**config.mk**
```make
export PLATFORM = sky130hd
export DESIGN_NAME = useq
export DESIGN_NICKNAME = d
export VERILOG_FILES = /design/src/rtl/useq.sv
export SDC_FILE = /design/constraint.sdc
export NUM_CORES = 1
export LEC_CHECK = 0
export ABC_AREA = 0
export BUFFER_PORTS_ARGS = -buffer_cell sky130_fd_sc_hd__clkbuf_2
export CELL_PAD_IN_SITES_DETAIL_PLACEMENT = 2
export CELL_PAD_IN_SITES_GLOBAL_PLACEMENT = 2
export CORE_UTILIZATION = 36
export CTS_BUF_LIST = sky130_fd_sc_hd__clkbuf_4 sky130_fd_sc_hd__clkbuf_8
export CTS_CLUSTER_SIZE = 8
export DETAILED_ROUTE_END_ITERATION = 8
export PLACE_DENSITY_LB_ADDON = 0.12
export SLEW_MARGIN = 20
export SYNTH_ARGS = -nofsm -noshare
export SYNTH_HDL_FRONTEND = slang
export SYNTH_SLANG_ARGS = --single-unit
```
**constraint.sdc**
```tcl
create_clock -name clk -period 3 [get_ports clk]
set_input_delay 0.15 -clock clk [delete_from_list [all_inputs] [get_ports clk]]
set_output_delay 0.15 -clock clk [all_outputs]
set_load 0.01 [all_outputs]
```
**src/rtl/useq.sv**
```systemverilog
// Microcode step sequencer: latches opcode/operand bytes from the fetch stream and
// steps the microcode ROM index until end-of-instruction, with halt, stall and traps.
module useq #(
   parameter int unsigned STEPS         = 8,
   parameter int unsigned FETCH_TIMEOUT = 16
) (
   input  logic                       clk,
   input  logic                       rst,
   input  logic                       fetch_valid,
   input  logic [7:0]                 fetch_data,
   output logic                       fetch_ready,
   input  logic [1:0]                 len_in,
   input  logic                       uend,
   input  logic                       stall,
   input  logic                       halt,
   output logic [7:0]                 insn,
   output logic [7:0]                 d1,
   output logic [7:0]                 d2,
   output logic [7:0]                 d3,
   output logic [$clog2(STEPS)-1:0]   is,
   output logic                       exec,
   output logic                       retire,
   output logic                       halted,
   output logic                       fault
);

   localparam int unsigned IW = $clog2(STEPS);
   localparam logic [IW-1:0] IS_LAST = IW'(STEPS - 1);
   localparam int unsigned WW = (FETCH_TIMEOUT > 1) ? $clog2(FETCH_TIMEOUT) : 1;
   localparam logic [WW-1:0] WAIT_LAST = WW'((FETCH_TIMEOUT > 0) ? FETCH_TIMEOUT - 1 : 0);
   localparam bit TO_EN = (FETCH_TIMEOUT != 0);

   typedef enum logic [2:0] {
      StFetchOp,
      StDecode,
      StFetchOpr,
      StExec,
      StHalt,
      StFault
   } state_e;

   state_e          state_q, state_d;
   logic [7:0]      insn_q, insn_d;
   logic [7:0]      d1_q, d1_d, d2_q, d2_d, d3_q, d3_d;
   logic [IW-1:0]   is_q, is_d;
   logic [WW-1:0]   wait_q, wait_d;
   logic [1:0]      opr_q, opr_d;
   logic [1:0]      len_q, len_d;
   logic            armed_q;
   logic            take;

   // armed_q keeps fetch_ready low until the first edge after reset release
   assign fetch_ready = armed_q && (state_q == StFetchOp || state_q == StFetchOpr);
   assign take        = fetch_valid & fetch_ready;

   assign insn = insn_q;
   assign d1   = d1_q;
   assign d2   = d2_q;
   assign d3   = d3_q;

   always_ff @(posedge clk or negedge rst) begin
      if (!rst) begin
         state_q <= StFetchOp;
         insn_q  <= '0;
         d1_q    <= '0;
         d2_q    <= '0;
         d3_q    <= '0;
         is_q    <= '0;
         wait_q  <= '0;
         opr_q   <= '0;
         len_q   <= '0;
         armed_q <= 1'b0;
      end else begin
         state_q <= state_d;
         insn_q  <= insn_d;
         d1_q    <= d1_d;
         d2_q    <= d2_d;
         d3_q    <= d3_d;
         is_q    <= is_d;
         wait_q  <= wait_d;
         opr_q   <= opr_d;
         len_q   <= len_d;
         armed_q <= 1'b1;
      end
   end

   always_comb begin
      state_d = state_q;
      insn_d  = insn_q;
      d1_d    = d1_q;
      d2_d    = d2_q;
      d3_d    = d3_q;
      is_d    = is_q;
      wait_d  = wait_q;
      opr_d   = opr_q;
      len_d   = len_q;
      exec    = 1'b0;
      retire  = 1'b0;
      halted  = 1'b0;
      fault   = 1'b0;
      is      = '0;

      // starved-fetch watchdog, shared by both fetch states
      if (state_q == StFetchOp || state_q == StFetchOpr) begin
         if (take) begin
            wait_d = '0;
         end else if (!fetch_valid && TO_EN) begin
            if (wait_q == WAIT_LAST) state_d = StFault;
            else                     wait_d  = wait_q + WW'(1);
         end
      end

      case (state_q)
         StFetchOp: begin
            if (take) begin
               insn_d  = fetch_data;
               d1_d    = '0;
               d2_d    = '0;
               d3_d    = '0;
               state_d = StDecode;
            end
         end
         StDecode: begin
            if (len_in == 2'd0) begin
               state_d = StExec;
            end else begin
               len_d   = len_in;
               opr_d   = '0;
               state_d = StFetchOpr;
            end
         end
         StFetchOpr: begin
            if (take) begin
               case (opr_q)
                  2'd0:    d1_d = fetch_data;
                  2'd1:    d2_d = fetch_data;
                  default: d3_d = fetch_data;
               endcase
               if (opr_q == len_q - 2'd1) state_d = StExec;
               else                       opr_d   = opr_q + 2'd1;
            end
         end
         StExec: begin
            exec = 1'b1;
            is   = is_q;
            if (stall) begin
               is_d = is_q;
            end else if (uend) begin
               retire  = 1'b1;
               is_d    = '0;
               state_d = halt ? StHalt : StFetchOp;
            end else if (is_q == IS_LAST) begin
               is_d    = '0;
               state_d = StFault;
            end else begin
               is_d = is_q + IW'(1);
            end
         end
         StHalt: begin
            halted = 1'b1;
            if (!halt) state_d = StFetchOp;
         end
         StFault: begin
            fault = 1'b1;
         end
         default: begin
            state_d = StFault;
         end
      endcase
   end

endmodule

```
# --- Word level (Yosys, flattened, before mapping) ---
# Cells that the tools add are included.
word_totals:
  mem_bits_rw: 0
  reg_bits: 47
  input_bits: 16
  memories: 0
  rom_bits: 0
  elab_cells: 91
  output_inout_bits: 40
  latch_bits: 0
op_classes:
  magnitude_cmp: 0
  n_bitwise: 3
  eq_ne: 18
  shift: 0
  addsub: 4
  reduce_logical: 16
  div: 0
  multipliers: 0
  n_mux: 40
op_table:
  columns: ["cell", "n"]
  rows:
  - ["2-to-1 mux 8 bit", 7]
  - ["one-hot mux 8 bit (2 select lines)", 3]
  - ["2-to-1 mux 3 bit", 15]
  - ["one-hot mux 3 bit (6 select lines)", 1]
  - ["AND reduction 4 bit", 4]
  - ["2-to-1 mux 4 bit", 3]
  - ["inequality test 2 bit (second input constant)", 6]
  - ["equality test 3 bit (second input constant)", 3]
  - ["2-to-1 mux 1 bit", 7]
  - ["equality test 3 x 2 -> 1 bit (second input constant)", 2]
  - ["2-to-1 mux 2 bit", 3]
  - ["inequality test 2 x 1 -> 1 bit (second input constant)", 3]
  - ["AND reduction 2 bit", 3]
  - ["adder 4 x 1 -> 4 bit (second input constant)", 1]
  - ["equality test 4 bit (second input constant)", 1]
  - ["logical NOT 2 bit", 2]
  - ["one-hot mux 2 bit (2 select lines)", 1]
  - ["nonzero test 2 bit", 2]
  - ["adder 3 x 1 -> 3 bit (second input constant)", 1]
  - ["equality test 3 x 1 -> 1 bit (second input constant)", 1]
  - ["logical NOT 3 bit", 1]
  - ["AND reduction 3 bit", 1]
  - ["adder 2 x 1 -> 2 bit (second input constant)", 1]
  - ["equality test 2 x 1 -> 1 bit (second input constant)", 1]
  - ["other kinds (7)", 8]

# --- Longest topological paths before layout ---
# Gate-level depths: netlist of the first run.
depth:
  word_depth: 10
  mapped_depth: 7

# --- Worst setup path after synthesis of the first run ---
# OpenSTA, ideal clock, no wires.
synth_path:
  path_kind: "reg2out"
  startpoint: "register state_q[1]"
  endpoint: "output port retire"
  path_buffers: 2
  arrival_ns: 1.305
  t_required_ns: 2.850
  path_stages_with_launch: 6
  path_slack_ns: 1.545
  cell_sequence: "dfrtp_1 -> buf_6 -> inv_4 -> or4b_4 -> buf_6 -> nor2_1"
synth_via:
  elab_chain_len: 2
synth_rtl:
  columns: ["element", "line", "text"]
  rows:
  - ["start, declared", "42", "state_e state_q, state_d;"]
  - ["start signal, assigned", "63", "state_q <= StFetchOp;"]
  - ["start signal, assigned", "74", "state_q <= state_d;"]
  - ["equality test 3 x 2 -> 1 bit", "113", "case (state_q)"]
  - ["2-to-1 mux 1 bit", "113", null]
  - ["end, declared", "22", "output logic retire,"]
# No other way between the ends.

# --- Worst setup path after layout of the first run ---
# Same ends and word-level chain as after synthesis.

==> results of run 1 <==
## metal layers
metal,GRT usage [%],vias up
met3,3.448,5
met5,0,-
met1,24.78,829
met2,33.65,45
met4,6.296,0
li1,-,817
## synth_stat cells (all sizes together) (3+ instances only)
master | instances | area (um2)
a21oi | 3 | 15.01
a22o | 3 | 26.28
and2 | 5 | 31.28
buf | 7 | 50.05
dfrtp | 47 | 1176
ha | 5 | 62.56
inv | 5 | 21.27
mux2 | 10 | 112.6
nand2 | 46 | 172.7
nand2b | 3 | 18.77
nor2 | 10 | 37.54
nor3b | 3 | 27.52
o21ai | 30 | 150.1
## flip-flops by register name, indices dropped and copies added (netlist names)
register	cells
armed_q	1
d1	8
d2	8
d3	8
insn	8
is_q	3
len_q	2
opr_q	2
state_q	3
wait_q	4
## worst max path at each step
stage	startpoint	endpoint	slack [ns]	depth (start not counted)
floorplan	state_q[1]	retire	1.55	5
detailed placement	opr_q[0]	d1[4]	1.09	4
finish	state_q[1]	retire	1.07	4
global route	state_q[2]	d2[7]	0.92	3
CTS	state_q[1]	retire	1.06	4
global placement	opr_q[0]	d1[2]	1.16	4
## logic make-up after synthesis
family | share of synthesized area (%)
adder cells (fa/ha/maj) | 2.950
multiplexers | 6.254
AO/OA/AOI/OAI | 12.04
XOR/XNOR | 0.4131
buffers and inverters | 3.363
other | 0.1768
AND/OR/NAND/NOR | 19.35
flip-flops | 55.46
## worst max-delay path, cell delays in order (launching register included)
cell      delay (ns)
dfrtp_1         0.53
inv_4           0.09
or4b_4          0.62
nor2_1          0.11
clkbuf_2        0.13
## final cells by class
class,instances,area share (%)
repair buffers,58,11.76
inverters,5,0.8329
clock buffers,5,2.695
flip-flops and latches,47,46.06
well taps,72,3.528
clock inverters,3,0.7839
multi-input cells,146,34.35
## placed cells by master, fill, tap and decap left out, types with 3 or more instances in the layout
master	n
a21oi_1	3
clkbuf_8	5
mux2_2	10
nand2_1	46
o21ai_0	25
o21ai_1	4
a22o_1	3
and2_1	5
dfrtp_1	47
nand2b_1	3
nor2_1	10
clkbuf_2	55
inv_1	4
ha_1	5
## power breakdown
part / total, mW / switching (mW) / internal [mW] / leakage, nW
registers: 1.15 / 0.230 / 0.917 / 0.609
clock network: 0.383 / 0.220 / 0.162 / 0.0402
logic: 1.06 / 0.609 / 0.455 / 0.619
total: 2.59 / 1.06 / 1.53 / 1.27
## through the flow
step / utilization, % / hold WS [ns] / setup WS (ns) / instance area [um2]
floorplan: - / -0.1456 / 1.545 / 2121
global placement: 43.71 / 0.2753 / 1.163 / 2451
detailed placement: 43.71 / 0.2694 / 1.085 / 2451
CTS: 45.47 / 0.07596 / 1.056 / 2550
global route: 45.54 / 0.08518 / 0.9207 / 2554
finish: 45.54 / 0.07734 / 1.070 / 2554
## repair_timing
| action | in CTS | in global routing |
|---|---|---|
| endpoints found under the hold margin | 30 | 0 |
| gates resized for setup | 0 | 0 |
| hold buffers | 1 | 0 |
==> reports/results.txt, run 1 <==
Status: finished clean
Clock Latency Late Sink: 0.30 ns
Total Neg Setup Slack: 0 ns
Worst R2R Start: state_q[2]
Initial antenna violation count: 0
Die Wd: 78.76 um
Core box area: 5608 um2
WP data arrival: 1.78 ns
DR WL/cell: 16.04 um
CP max FO: 9
Post-layout min period: 1.930 ns
DPL Wire Length: 4.062 mm
Die area: 6202 um2
Clock skew: 0.005555 ns
M1 WL: 2.455 mm
Final Non-Filler Cells: 336
Area growth from synthesis to layout: 20.41%
Post-synthesis sequential element count: 47
Port bufs: 55
Sequential share of the synthesized area: 55.46%
Total chip power: 2.593 mW
Max Fclk: 518.2 MHz
Syn Inst Count: 205
Initial Utilization: 37.82%
Number of global-route vias before repair: 1,831
Routed vias/inst: 5.048
Root Buffer: clkbuf_8
Io pins: 56
Final hold viol count: 0
Critical Setup Path Class: reg -> out
First drt pass iteration count: 3
Post-synth EDFFs: 0
Max Cap Viol: 0
N_diodes: 0
Min-Delay Path Class: in -> reg
Multi-input gate area: 877.1 um2
Fin nets: 284
Vias: 1,696
Maximum clock insertion buffer count: 2
Worst hold endpoint: len_q[1]
Setup crit start kind: register
Top sig layer: met4
Tcrit/Tclk final: 64.33%
CTS tree: yes
Total GRT Usage: 19.54%
CTS Sinks: 47
Syn avg cell area: 10.35 um2
CTS H-tree depth: 2
Clock transition at the registers of the reported paths: 0.09 ns
Met3 WL: 214 um
Cell Pwr Density: 1016 nW/um2
Gp weighted congestion: 0.7414
Fill count: 646
Flop-to-flop setup slack: 1.17 ns
Worst R2R Path Depth: 3
Min-delay src: len_in[1]
Largest net degree at the start of global routing: 32
Hold Path Depth: 3
# rows: 27
DRC: 0
Predominant post-synthesis flop cell: dfrtp_1
Placed cells: 327
DRT iter0 DRCs: 51
Ys Warns: 0
Final antenna-violating net count: 0
Slew @ Worst Pin: 0.9747 ns
Slew Limit Fails: 0
P_leak: 1.268 nW
Maximum vdd drop: 0.2889 mV
Final setup fails: 0
Unique masters post-synth: 39
Ys async rst share: 100.0%
First-pass GRT wire length: 9.218 mm
RSZ-0062 raised after global routing: no
Post-Syn Area: 2121 um2
Critical path capture point type: output port
Max-slew headroom: 34.58%
Buffer count from post-CTS setup fixing: 0
CP Data Required Time: 2.85 ns
Worst R2R End: d2[7]
Sequential cell area: 1176 um2
Metal2 WL: 2.689 mm
Detailed Route WL: 5.390 mm
Total CTS buffers: 5
Die Ht: 78.76 um
Syn nets: 226
Share of layout cells above drive strength 1: 31.06%
Grt ovf: 0
Note: power is estimated with default switching activity, not from simulation.
==> inputs of run 2 (changes only) <==
CORE_UTILIZATION = 33   (was 36)
clock period = 2 ns   (was 3 ns; I/O delays follow)
==> reports/results.txt, run 2 (synthesized netlist as in run 1, its figures left out) <==
Root Buffer: clkbuf_8
Gp weighted congestion: 0.7254
WP data arrival: 1.77 ns
Reg power frac: 40.9%
CP endpoint: retire
RSZ-0062 raised after global routing: no
Fin nets: 287
Crit path from: state_q[1]
Max Fclk: 533.8 MHz
Worst R2R Start: state_q[1]
Design area: 2628 um2
Area post-placement: 2477 um2
Final hold viol count: 0
Clock transition at the registers of the reported paths: 0.09 ns
Cell Pwr Density: 1599 nW/um2
Number of global-route vias before repair: 1,795
N_diodes: 0
CTS H-tree depth: 2
Share of layout cells above drive strength 1: 31.84%
Worst R2R End: insn[3]
Largest net degree at the start of global routing: 48
CP max FO: 9
Post-layout min period: 1.873 ns
CTS Sinks: 47
Net switching power: 1.598 mW
Clock skew: 0.004427 ns
CP Data Required Time: 1.90 ns
Final antenna-violating net count: 0
Switching share of power: 38.02%
Initial Utilization: 34.99%
Combinational power share: 39.2%
Die Wd: 82.17 um
Status: finished clean
Core box area: 6061 um2
Setup crit start kind: register
First drt pass iteration count: 2
Hold Path Depth: 3
Maximum vdd drop: 0.7385 mV
Slew Limit Fails: 0
Max Cap Viol: 0
Area growth from synthesis to layout: 23.89%
# rows: 28
Critical path capture point type: output port
Int Pwr: 2.605 mW
Total GRT Usage: 18.40%
Grt ovf: 0
DRC: 0
Total Neg Setup Slack: 0 ns
Worst R2R Path Depth: 3
CTS tree: yes
P_leak: 1.312 nW
Die Ht: 82.17 um
Routed vias/inst: 4.947
Io pins: 56
Final setup fails: 0
Tcrit/Tclk final: 93.67%
Clk pwr share: 19.9%
Min-Delay Path Class: in -> reg
Most frequent cells in the layout: clkbuf_2 (55), dfrtp_1 (47), nand2_1 (46), o21ai_0 (25)
Initial antenna violation count: 0
First-pass GRT wire length: 9.190 mm
DRT iter0 DRCs: 81
Die area: 6751 um2
Total CTS buffers: 5
Finished Core Util: 43.35%
Critical Setup Path Class: reg -> out
Vias: 1,692
DR WL/cell: 16.27 um
Maximum clock insertion buffer count: 2
Clock Latency Late Sink: 0.30 ns
DPL Wire Length: 4.177 mm
Max-slew headroom: 58.92%
Most common cell after layout, fill and taps aside: clkbuf_2
Slew @ Worst Pin: 0.6162 ns
Port bufs: 55
Flop-to-flop setup slack: 0.34 ns
Detailed Route WL: 5.564 mm
[run 2: cell count changes in the layout (fill, tap and decap cells not counted)]
cell,previous run,this run
buf_4,2,5
bufinv_16,0,2
clkinvlp_4,2,0
clkbuf_4,0,1
clkinv_2,1,0
[run 2: what timing repair did]
item,in CTS,in global routing
hold buffers,1,0
gates resized for setup,0,1
endpoints found under the hold margin,47,0
endpoints found under the setup margin,0,7
buffers inserted,0,0
[run 2: power by group through the flow]
stage	Clock (mW)	Sequential (mW)	Combinational, mW
final	0.836	1.72	1.65
after global placement	0	1.72	1.60
after CTS	0.869	1.73	1.69
after detailed placement	0	1.75	1.67
after global routing	0.892	1.79	1.87
after floorplan	0	1.76	0.937
[run 2: worst min-delay path by stage]
stage / to / start / slack (ns)
floorplan: armed_q / rst / -0.20
global placement: d3[1] / rst / 0.24
detailed placement: d3[1] / rst / 0.24
CTS: len_q[1] / len_in[1] / 0.04
global route: insn[6] / fetch_data[6] / 0.05
finish: len_q[1] / len_in[1] / 0.04
[run 2: layout make-up]
cell class / instances / area [um2]
fillers: 674 / 3433
flip-flops and latches: 47 / 1176
multi-input cells: 146 / 877.1
repair buffers: 61 / 322.8
well taps: 75 / 93.84
clock buffers: 6 / 76.32
clock inverters: 2 / 60.06
inverters: 5 / 21.27
[run 2: metal layers]
| metal | global-route usage [%] | routed length (um) |
|---|---|---|
| met4 | 6.316 | 77 |
| met3 | 2.637 | 175 |
| met5 | 0 | 0 |
| met1 | 24.18 | 2664 |
| met2 | 30.91 | 2647 |
[run 2: stage by stage]
step	total power, mW	std cells	setup WS [ns]	hold WS, ns
floorplan	2.702	205	0.5832	-0.1956
global placement	3.322	333	0.3059	0.2441
detailed placement	3.423	333	0.1162	0.2432
CTS	4.282	342	0.09944	0.03959
global route	4.553	342	0.02046	0.05148
finish	4.203	342	0.1265	0.04451
[run 2: critical path, cell delays in order, from the launching register on]
cell	delay [ns]
dfrtp_1	0.53
inv_4	0.09
or4b_4	0.61
nor2_1	0.11
clkbuf_2	0.13
